File: src/rtl/trs80_uart_tx.sv
// Transmit half of a TR1602-style UART: holding register, control register
// snapshot per frame, and a 16x-oversampled shifter driving a registered line.
module trs80_uart_tx (
  input  logic       clk,
  input  logic       reset,
  input  logic       clk_en,
  input  logic [7:0] din,
  input  logic       thrl,
  input  logic       crl,
  input  logic       pi,
  input  logic       sbs,
  input  logic [1:0] wls,
  input  logic       epe,
  output logic       thre,
  output logic       tre,
  output logic       tx
);

  typedef enum logic [2:0] {
    IDLE   = 3'd0,
    START  = 3'd1,
    DATA   = 3'd2,
    PARITY = 3'd3,
    STOP1  = 3'd4,
    STOP2  = 3'd5
  } state_t;

  typedef struct packed {
    logic       pi;
    logic       sbs;
    logic [1:0] wls;
    logic       epe;
  } ctrl_t;

  localparam ctrl_t CTRL_8N1 = '{pi: 1'b1, sbs: 1'b0, wls: 2'b11, epe: 1'b0};

  ctrl_t      ctrl_q;
  ctrl_t      frame_q;
  logic [7:0] thr_q;
  logic [7:0] shift_q;
  logic [3:0] tick_q;
  logic [2:0] bit_q;
  logic       par_q;
  state_t     state_q;
  state_t     state_d;
  logic       tx_d;

  logic       last_tick;
  logic       last_data;
  logic       last_stop;
  logic       load;
  logic [7:0] data_mask;

  assign last_tick = clk_en && (tick_q == 4'd15);
  assign last_data = bit_q == ({1'b0, frame_q.wls} + 3'd4);
  assign last_stop = last_tick &&
                     (((state_q == STOP1) && !frame_q.sbs) || (state_q == STOP2));
  // A pending byte starts either from idle or back-to-back on the final stop pulse.
  assign load      = clk_en && !thre && ((state_q == IDLE) || last_stop);
  assign data_mask = 8'hFF >> (2'd3 - ctrl_q.wls);

  // NOTE: sequential state uses non-blocking assignments so every flop samples
  // pre-edge values regardless of process evaluation order.
  always_ff @(posedge clk) begin
    if (reset) state_q <= IDLE;
    else       state_q <= state_d;
  end

  // NOTE: state_d gets a default before the case so no path leaves it
  // unassigned, which would otherwise infer a latch.
  always_comb begin
    state_d = state_q;
    unique case (state_q)
      IDLE:    if (load) state_d = START;
      START:   if (last_tick) state_d = DATA;
      DATA:    if (last_tick && last_data) state_d = frame_q.pi ? STOP1 : PARITY;
      PARITY:  if (last_tick) state_d = STOP1;
      STOP1:   if (last_tick) state_d = frame_q.sbs ? STOP2 : (load ? START : IDLE);
      STOP2:   if (last_tick) state_d = load ? START : IDLE;
      default: state_d = IDLE;
    endcase
  end

  // Line value for the state being entered; the shifter moves on the same edge.
  always_comb begin
    tx_d = 1'b1;
    unique case (state_d)
      START:   tx_d = 1'b0;
      DATA:    tx_d = ((state_q == DATA) && last_tick) ? shift_q[1] : shift_q[0];
      PARITY:  tx_d = par_q;
      default: tx_d = 1'b1;
    endcase
  end

  // NOTE: the holding and shift registers are plain flops, not memories, so
  // they take a defined reset value like everything else.
  always_ff @(posedge clk) begin
    if (reset) begin
      ctrl_q  <= CTRL_8N1;
      frame_q <= CTRL_8N1;
      thr_q   <= 8'h00;
      thre    <= 1'b1;
      shift_q <= 8'h00;
      tick_q  <= 4'd0;
      bit_q   <= 3'd0;
      par_q   <= 1'b0;
      tre     <= 1'b1;
      tx      <= 1'b1;
    end else begin
      if (crl) ctrl_q <= '{pi: pi, sbs: sbs, wls: wls, epe: epe};
      if (thrl) thr_q <= din;

      if (thrl)      thre <= 1'b0;
      else if (load) thre <= 1'b1;

      if (load) begin
        frame_q <= ctrl_q;
        shift_q <= thr_q;
        bit_q   <= 3'd0;
        // Parity bit makes the total count of ones even when epe=1, odd otherwise.
        par_q   <= (^(thr_q & data_mask)) ^ ~ctrl_q.epe;
      end else if ((state_q == DATA) && last_tick) begin
        shift_q <= {1'b0, shift_q[7:1]};
        bit_q   <= bit_q + 3'd1;
      end

      if (clk_en) begin
        tick_q <= ((state_d == IDLE) || last_tick || load) ? 4'd0 : tick_q + 4'd1;
        tx     <= tx_d;
      end

      tre <= (state_d == IDLE);
    end
  end

endmodule

File: config.mk
export PLATFORM = sky130hd
export DESIGN_NAME = trs80_uart_tx
export DESIGN_NICKNAME = d
export VERILOG_FILES = /design/src/rtl/trs80_uart_tx.sv
export SDC_FILE = /design/constraint.sdc
export NUM_CORES = 1
export LEC_CHECK = 0
export ABC_CLOCK_PERIOD_IN_PS = 5100
export CELL_PAD_IN_SITES_DETAIL_PLACEMENT = 0
export CELL_PAD_IN_SITES_GLOBAL_PLACEMENT = 1
export CORE_UTILIZATION = 40
export CTS_BUF_LIST = sky130_fd_sc_hd__clkbuf_4
export DETAILED_ROUTE_END_ITERATION = 10
export PLACE_DENSITY = 0.77
export SYNTH_ARGS = -nofsm -noshare
export SYNTH_HDL_FRONTEND = slang
export SYNTH_SLANG_ARGS = --single-unit
File: constraint.sdc
create_clock -name clk -period 5.1 [get_ports clk]
set_input_delay 1.275 -clock clk [delete_from_list [all_inputs] [get_ports clk]]
set_output_delay 1.275 -clock clk [all_outputs]
set_load 0.05 [all_outputs]
### Word-level counts from Yosys, hierarchy flattened

Cells that the tools add are included.
Widths: inputs -> output; s select.

* input port bits: 18
* logic and storage cells: 70
* output and inout bits: 3
* flip-flop bits (word level): 39

* bitwise operators: 3
* mux-type cells: 17
* shift-type cells: 1
* equality and inequality tests: 10
* add/subtract/negate cells: 4
* reductions and logical operators: 19

Operators by type and width (count)
* $mux 3: 8
* $pmux 3 s6: 1
* $mux 8: 2
* $eq 3x2->1 const B: 4
* $and 8x8->8: 1
* $reduce_xor 8->1: 1
* $shr 8x2->8 const A: 1
* $logic_and 1x1->1: 7
* $eq 3x1->1 const B: 2
* $eq 3x3->1 const B: 2
* $logic_not 3->1: 2
* $add 4x1->4 const B: 1
* $eq 4x4->1 const B: 1
* $logic_or 1x1->1: 4
* $mux 1: 4
* $mux 4: 1
* $reduce_bool 2->1: 2
* $add 2x3->3 const B: 1
* $add 3x1->3 const B: 1
* $eq 3x3->1: 1
* $pmux 1 s3: 1
* $logic_not 1->1: 2
* $reduce_or 2->1: 1
* $sub 2x2->2 const A: 1
* other kinds (2): 2

### Depth between registers and ports, before layout

Gate-level depths: netlist (run 1).

* word-level depth: 14
* depth in mapped cells: 9
* depth with buffers taken out: 7

### Worst setup path before layout (run 1)

OpenSTA, ideal clock, no wires.

* path type: input -> register
* start point: input clk_en
* end point: register tick_q[2]
* arrival: 2.959 ns
* path buffers: 1
* path slack: 2.047 ns
* stages: 7
* setup time: 0.093 ns
* data required time: 5.007 ns
* cells stage by stage: buf_6 -> or3b_1 -> or4b_1 -> and4_4 -> a31oi_4 -> nand3_2 -> o311ai_2

* word-level cells in the longest chain between the ends: 12
* elaborated cells between the ends (all ways): 19
* classes of those cells: 10 x mux; 9 x reduce/logical

RTL lines
* from (decl): RTL line 6 `input logic clk_en,`
* $logic_and 1x1->1: RTL line 54 `assign last_tick = clk_en && (tick_q == 4'd15);`
* $logic_and 1x1->1: RTL line 56 `assign last_stop = last_tick &&`
* $logic_or 1x1->1: RTL line 59 `assign load = clk_en && !thre && ((state_q == IDLE) || last_stop);`
* $logic_and 1x1->1: RTL line 59
* $mux 1: RTL line 78, 79
* $mux 3 (2 in series): RTL line 78 `STOP1: if (last_tick) state_d = frame_q.sbs ? STOP2 : (load ? START : IDLE);`
* $pmux 3 s6: RTL line 73 `unique case (state_q)`
* $logic_not 3->1: RTL line 128 `tick_q <= ((state_d == IDLE) || last_tick || load) ? 4'd0 : tick_q + 4'd1;`
* $logic_or 1x1->1 (2 in series): RTL line 128
* $mux 4: RTL line 128
* to (signal assigned): RTL line 128
* to (decl): RTL line 41 `logic [3:0] tick_q;`

Several ways; a longest one is shown, not always the timed one.
A chain may end at the register's enable or synchronous reset.

### Worst setup path in the final report (run 1)

Ends and elaborated chain as after synthesis.

==> results.py, run 1 <==
metrics = {
    "floorplanning": {
        "die_area_mm2": 0.00488,
        "io_pins": 21,
        "die_h_um": 69.9,
        "fp.dieW_um": 69.9,
        "start_util_pct": 42.0,
        "coreArea_mm2": 0.00438,
        "rows": 24,
    },
    "finish": {
        "post-route-util_pct": 48.5,
        "n_antenna_cell": 0,
        "fill_cells": 420,
        "drive_gt1_share_pct": 10.3,
        "syn_to_final_growth_pct": 15.3,
        "nNetsFinal": 244,
    },
    "detailed_routing": {
        "first_pass_iters": 4,
        "wl_met1_um": 1770,
        "drc": 0,
        "wl_per_cell_um": 12.8,
        "num_vias": 1437,
        "ant_nets": 0,
        "vias_per_cell": 5.21,
        "met2WireLength_um": 1530,
        "route.met3.wl_um": 129,
        "drt_iter0_drc": 92,
        "drt_wl_total_um": 3550,
        "highest_layer": "met4",
    },
    "global_route": {
        "grt-ovfl-total": 0,
        "antenna_found_initial": 0,
        "grt_pass1_vias": 1362,
        "grt_pass1_wl_um": 6360,
        "grt_usage_pct": 16.5,
        "grt_start_max_net_pins": 20,
    },
    "yosys": {
        "synth_nets": 225,
        "ys_types": 46,
        "synth_edf_count": 0,
        "synth_top_area_cell": "dfxtp_1",
        "ys_ff_latch": 39,
        "yosysSeqAreaShare_pct": 42.4,
        "synthTopCellsByArea": "dfxtp_1 42%, mux2i_1 12%, nor2_1 6.1%, nand2_1 5.1%, xnor2_1 3.8%",
        "async_reset_ff_share_pct": 0,
        "synth_top_cell_area_share_pct": 42.4,
        "synth_cells": 205,
        "postSynthAreaPerCell_um2": 8.99,
        "synth_area_mm2": 0.00184,
        "yosysWarnings": 0,
        "ys.flop_type": "dfxtp_1",
    },
    "sta": {
        "setup_viol": 0,
        "finClkSkew_ps": 11.8,
        "fmax_mhz": 289,
        "drv_slew": 0,
        "worst_pin_slew_ps": 574,
        "fin_crit_ps": 3460,
        "rsz0062_at_grt": "false",
        "finalHoldViolCount": 0,
        "tns_ps": 0,
        "slew-limit-headroom_pct": 61.6,
        "min_period_over_period_pct": 67.9,
    },
    "critical_path": {
        "critPathSlowestCell": "clkdlybuf4s50_1",
        "critPathLaunchType": "input port",
        "critPathKind": "in2reg",
        "arrival_ps": 3730,
        "cp-end-kind": "flip-flop",
        "worstPathRequired_ps": 5360,
        "cp_cell_sequence": "clkdlybuf4s50_1 -> nand4_1 -> or4b_1 -> and4_4 -> a31oi_4 -> nand3_2 -> o311ai_2",
        "worstPathMaxFanout": 11,
        "cpPeakStageDelay_ps": 620,
    },
    "worst_hold_path": {
        "hp-class": "reg2reg",
    },
    "cts": {
        "cts_root_buf": "clkbuf_4",
        "hold_buffers": 0,
        "htree_levels": 2,
        "cts_buffers": 5,
        "path_clk_slew_ps": 120,
        "cts_tree": "built",
        "cts_max_path_buffers": 2,
        "cts_resized": 0,
        "clk-insertion-delay-late_ps": 340,
        "cts.sinks": 39,
        "cts_setup_buffers": 0,
    },
    "placed_design": {
        "gp_congestion": 0.814,
        "dp_hpwl_um": 2590,
        "io_buffers": 20,
    },
    "power_and_ir_drop": {
        "cellPowerDensity_mw_per_mm2": 276,
        "cellLeakagePower_nw": 0.791,
        "peakVddDrop_mv": 0.130,
    },
    "flow_run": {
        "drv_cap": 0,
    },
    "status": {
        "status": "finished clean",
    },
}
-- logic make-up (layout without fill, tap and decap cells) --
kind of cell    after synthesis  in the layout  share of synthesized area, %
compound gates               30             30                          11.9
xor+xnor                     12             12                          5.70
fa+ha+maj                     2              2                          1.36
buf+inv                      16             35                          4.34
flops                        39             39                          42.4
mux                          22             22                          11.9
simple gates                 84             84                          22.3
-- report_power, final --
group / switching [mW] / internal (mW)
Clock: 0.100 / 0.0515
Sequential: 0.0140 / 0.319
Combinational: 0.0509 / 0.0518
Total: 0.165 / 0.422
-- registers in the layout, indices dropped and copies added (netlist names) --
name and flops:
tre 1, thre 1, ctrl_q 5, tx 1, state_q 3, thr_q 8, shift_q 8, tick_q 4
frame_q 4, par_q 1, bit_q 3
-- metrics by stage --
stage	instance area (um^2)	power (mW)	std cells	hold WS (ps)	setup slack [ps]
2_1_floorplan	1840	0.412	205	436	2050
3_3_place_gp	2070	0.444	269	442	1340
3_5_place_dp	2070	0.444	269	451	1280
4_1_cts	2120	0.597	276	469	1650
5_1_grt	2120	0.622	276	486	1430
6_report	2120	0.587	276	465	1640
-- final timing paths --
kind | startpoint | endpoint | slack [ps] | cells after the start
worst max-delay path | clk_en | tick_q[2] | 1640 | 7
worst min-delay path | shift_q[4] | shift_q[4] | 470 | 2
worst max register to register | tick_q[0] | tick_q[2] | 2650 | 7
worst min register to register | shift_q[4] | shift_q[4] | 470 | 2
-- per-layer routing --
layer | vias up | track usage, %
li1 | 748 | -
met1 | 639 | 22.7
met2 | 37 | 24.0
met3 | 13 | 3.75
met4 | 0 | 8.67
met5 | - | 0
-- area by class of cell --
type | count | area (um^2) | area share [%]
inverter | 5 | 18.8 | 0.883
timing repair buffer | 23 | 223 | 10.5
tap | 52 | 65.1 | 3.06
multi-input combinational | 150 | 987 | 46.5
clock inverter | 2 | 12.5 | 0.589
sequential | 39 | 781 | 36.7
clock buffer | 5 | 37.5 | 1.77
-- critical path: cells and delay by family --
kind	cells	cell delay (ps)
simple gates	4	1390
buf+inv	1	620
compound gates	2	440
-- cells in the final DEF (no fill, tap or decap), drive strengths merged, types with 3 or more instances in the layout --
cell           Yosys  final
dfxtp             39     39
nor2              30     30
nand2             25     25
mux2i             22     22
clkdlybuf4s50      0     20
a21oi             11     11
xnor2              8      8
nor3               6      6
clkbuf             5      5
inv                4      5
nand4              4      4
xor2               4      4
a22oi              4      4
nand3              4      4
and2b              3      3
o21ai              3      3
buf                6      3
-- cell usage after synthesis (all sizes together) (2+ instances only) --
master and number:
a21oi 11, a22oi 4, a31oi 2, and2b 3, buf 6, clkbuf 5
dfxtp 39, ha 2, inv 4, mux2i 22, nand2 25, nand3 4
nand4 4, nor2 30, nor3 6, o21ai 3, or2b 2, or3 2
or3b 2, xnor2 8, xor2 4
Note: power is estimated with default switching activity, not from simulation.
==> run 2: changes to the inputs <==
ABC_CLOCK_PERIOD_IN_PS = 3500   (was 5100)
clock period = 3.5 ns   (was 5.1 ns; I/O delays follow)
==> run 2 against run 1 <==
Effect of this change:
- combinational power rose by 46%
- clock-buffer cell count is the same
- global-route usage decreased by 0.61 points
- routed wire length grew 0.37%
==> results.py, run 2 (same netlist as run 1, synthesis figures left out) <==
metrics = {
    "critical_path": {
        "cp_cell_sequence": "clkdlybuf4s50_1 -> or3b_1 -> or4b_1 -> and4_4 -> a31oi_4 -> nand3_2 -> o311ai_2",
        "worstPathRequired_ps": 3760,
        "cpPeakStageDelay_ps": 530,
        "worstPathMaxFanout": 4,
        "cp-end-kind": "flip-flop",
        "arrival_ps": 3060,
        "r2r_slack_ps": 1320,
        "r2r_cells": 6,
        "critPathKind": "in2reg",
        "critPathSlowestCell": "or4b_1",
        "r2r-start": "state_q[1]",
        "critPathLaunchType": "input port",
        "rr_endpoint": "tick_q[2]",
    },
    "sta": {
        "worst_pin_slew_ps": 515,
        "rsz0062_at_grt": "false",
        "finalHoldViolCount": 0,
        "slew-limit-headroom_pct": 65.7,
        "min_period_over_period_pct": 79.9,
        "tns_ps": 0,
        "drv_slew": 0,
        "fmax_mhz": 357,
        "fin_crit_ps": 2800,
        "finClkSkew_ps": 16.8,
        "setup_viol": 0,
    },
    "placed_design": {
        "dpl_cell_area_mm2": 0.00209,
        "dp_hpwl_um": 2570,
        "io_buffers": 20,
        "placedCellCount": 271,
        "gp_congestion": 0.924,
    },
    "global_route": {
        "antenna_found_initial": 0,
        "grt_usage_pct": 15.9,
        "grt_pass1_vias": 1294,
        "grt-ovfl-total": 0,
        "grt_start_max_net_pins": 26,
        "grt_pass1_wl_um": 6100,
    },
    "floorplanning": {
        "io_pins": 21,
        "die_h_um": 69.9,
        "rows": 24,
        "fp.dieW_um": 69.9,
        "start_util_pct": 42.0,
        "die_area_mm2": 0.00488,
        "coreArea_mm2": 0.00438,
    },
    "worst_hold_path": {
        "holdCritStartpoint": "shift_q[4]",
        "hold-path-cell-count": 2,
        "hold_end": "shift_q[4]",
        "hp-class": "reg2reg",
    },
    "detailed_routing": {
        "wl_per_cell_um": 12.8,
        "drc": 0,
        "vias_per_cell": 5.23,
        "first_pass_iters": 4,
        "drt_iter0_drc": 62,
        "ant_nets": 0,
        "drt_wl_total_um": 3560,
        "num_vias": 1459,
    },
    "finish": {
        "n_antenna_cell": 0,
        "stdcell_area_mm2": 0.00217,
        "nNetsFinal": 246,
        "final_common_cell": "dfxtp_1",
        "post-route-util_pct": 49.4,
        "top_regs": "shift_q x8, thr_q x8, ctrl_q x5",
        "final_cell_mix": "39 x dfxtp_1, 30 x nor2_1, 25 x nand2_1",
        "final_cells": 279,
        "syn_to_final_growth_pct": 17.5,
        "drive_gt1_share_pct": 11.5,
    },
    "power_and_ir_drop": {
        "cellPowerDensity_mw_per_mm2": 428,
        "peakVddDrop_mv": 0.222,
        "cellLeakagePower_nw": 0.813,
    },
    "cts": {
        "cts_root_buf": "clkbuf_4",
        "cts_setup_buffers": 0,
        "cts_tree": "built",
        "cts.sinks": 39,
        "cts_resized": 0,
        "path_clk_slew_ps": 120,
        "cts_buffers": 5,
        "hold_buffers": 0,
        "clk-insertion-delay-late_ps": 350,
        "htree_levels": 2,
        "cts_max_path_buffers": 2,
    },
    "status": {
        "status": "finished clean",
    },
    "flow_run": {
        "drv_cap": 0,
    },
}
[run 2: cell count changes in the layout (fill, tap and decap cells not counted), sizes merged]
| cell | change |
|---|---|
| buf | +2 |
| bufinv | +1 |
| clkinv | +1 |
| inv | -1 |
[run 2: cell type report]
class	count	area, um^2
Fill cell	431	2220
Multi-Input combinational cell	150	987
Sequential cell	39	781
Timing Repair Buffer	25	238
Tap cell	52	65.1
Clock inverter	3	38.8
Clock buffer	5	37.5
Inverter	5	18.8
[run 2: power by group]
part,leakage [nW],internal [mW],switching (mW)
registers,0.319,0.465,0.0211
logic,0.452,0.0761,0.0744
clock network,0.0426,0.147,0.144
[run 2: layer usage]
metal | up-vias | track usage [%] | wire length (um)
met2 | 27 | 23.8 | 1590
met3 | 7 | 3.32 | 154
met5 | - | 0 | 0
met1 | 672 | 21.4 | 1750
met4 | 0 | 8.44 | 63
li1 | 753 | - | -
[run 2: how the worst max path moves through the flow]
| stage | start | end | slack, ps | depth (start not counted) |
|---|---|---|---|---|
| final | clk_en | tick_q[2] | 700 | 7 |
| after global routing | clk_en | tick_q[2] | 610 | 7 |
| after CTS | clk_en | tick_q[2] | 720 | 7 |
| after detailed placement | clk_en | tick_q[2] | 350 | 7 |
| after global placement | clk_en | tick_q[2] | 380 | 7 |
| after floorplan | clk_en | tick_q[2] | 850 | 7 |
[run 2: critical path: cells and delay by family]
family,cells,cell delay (ps)
simple gates,4,1280
buf+inv,1,470
compound gates,2,430
[run 2: per-stage QoR]
stage	hold WS, ps	total power [mW]	setup slack, ps
after floorplan	436	0.601	847
after global placement	444	0.648	381
after detailed placement	450	0.648	347
after CTS	465	0.938	716
after global routing	500	0.974	609
final	460	0.927	702
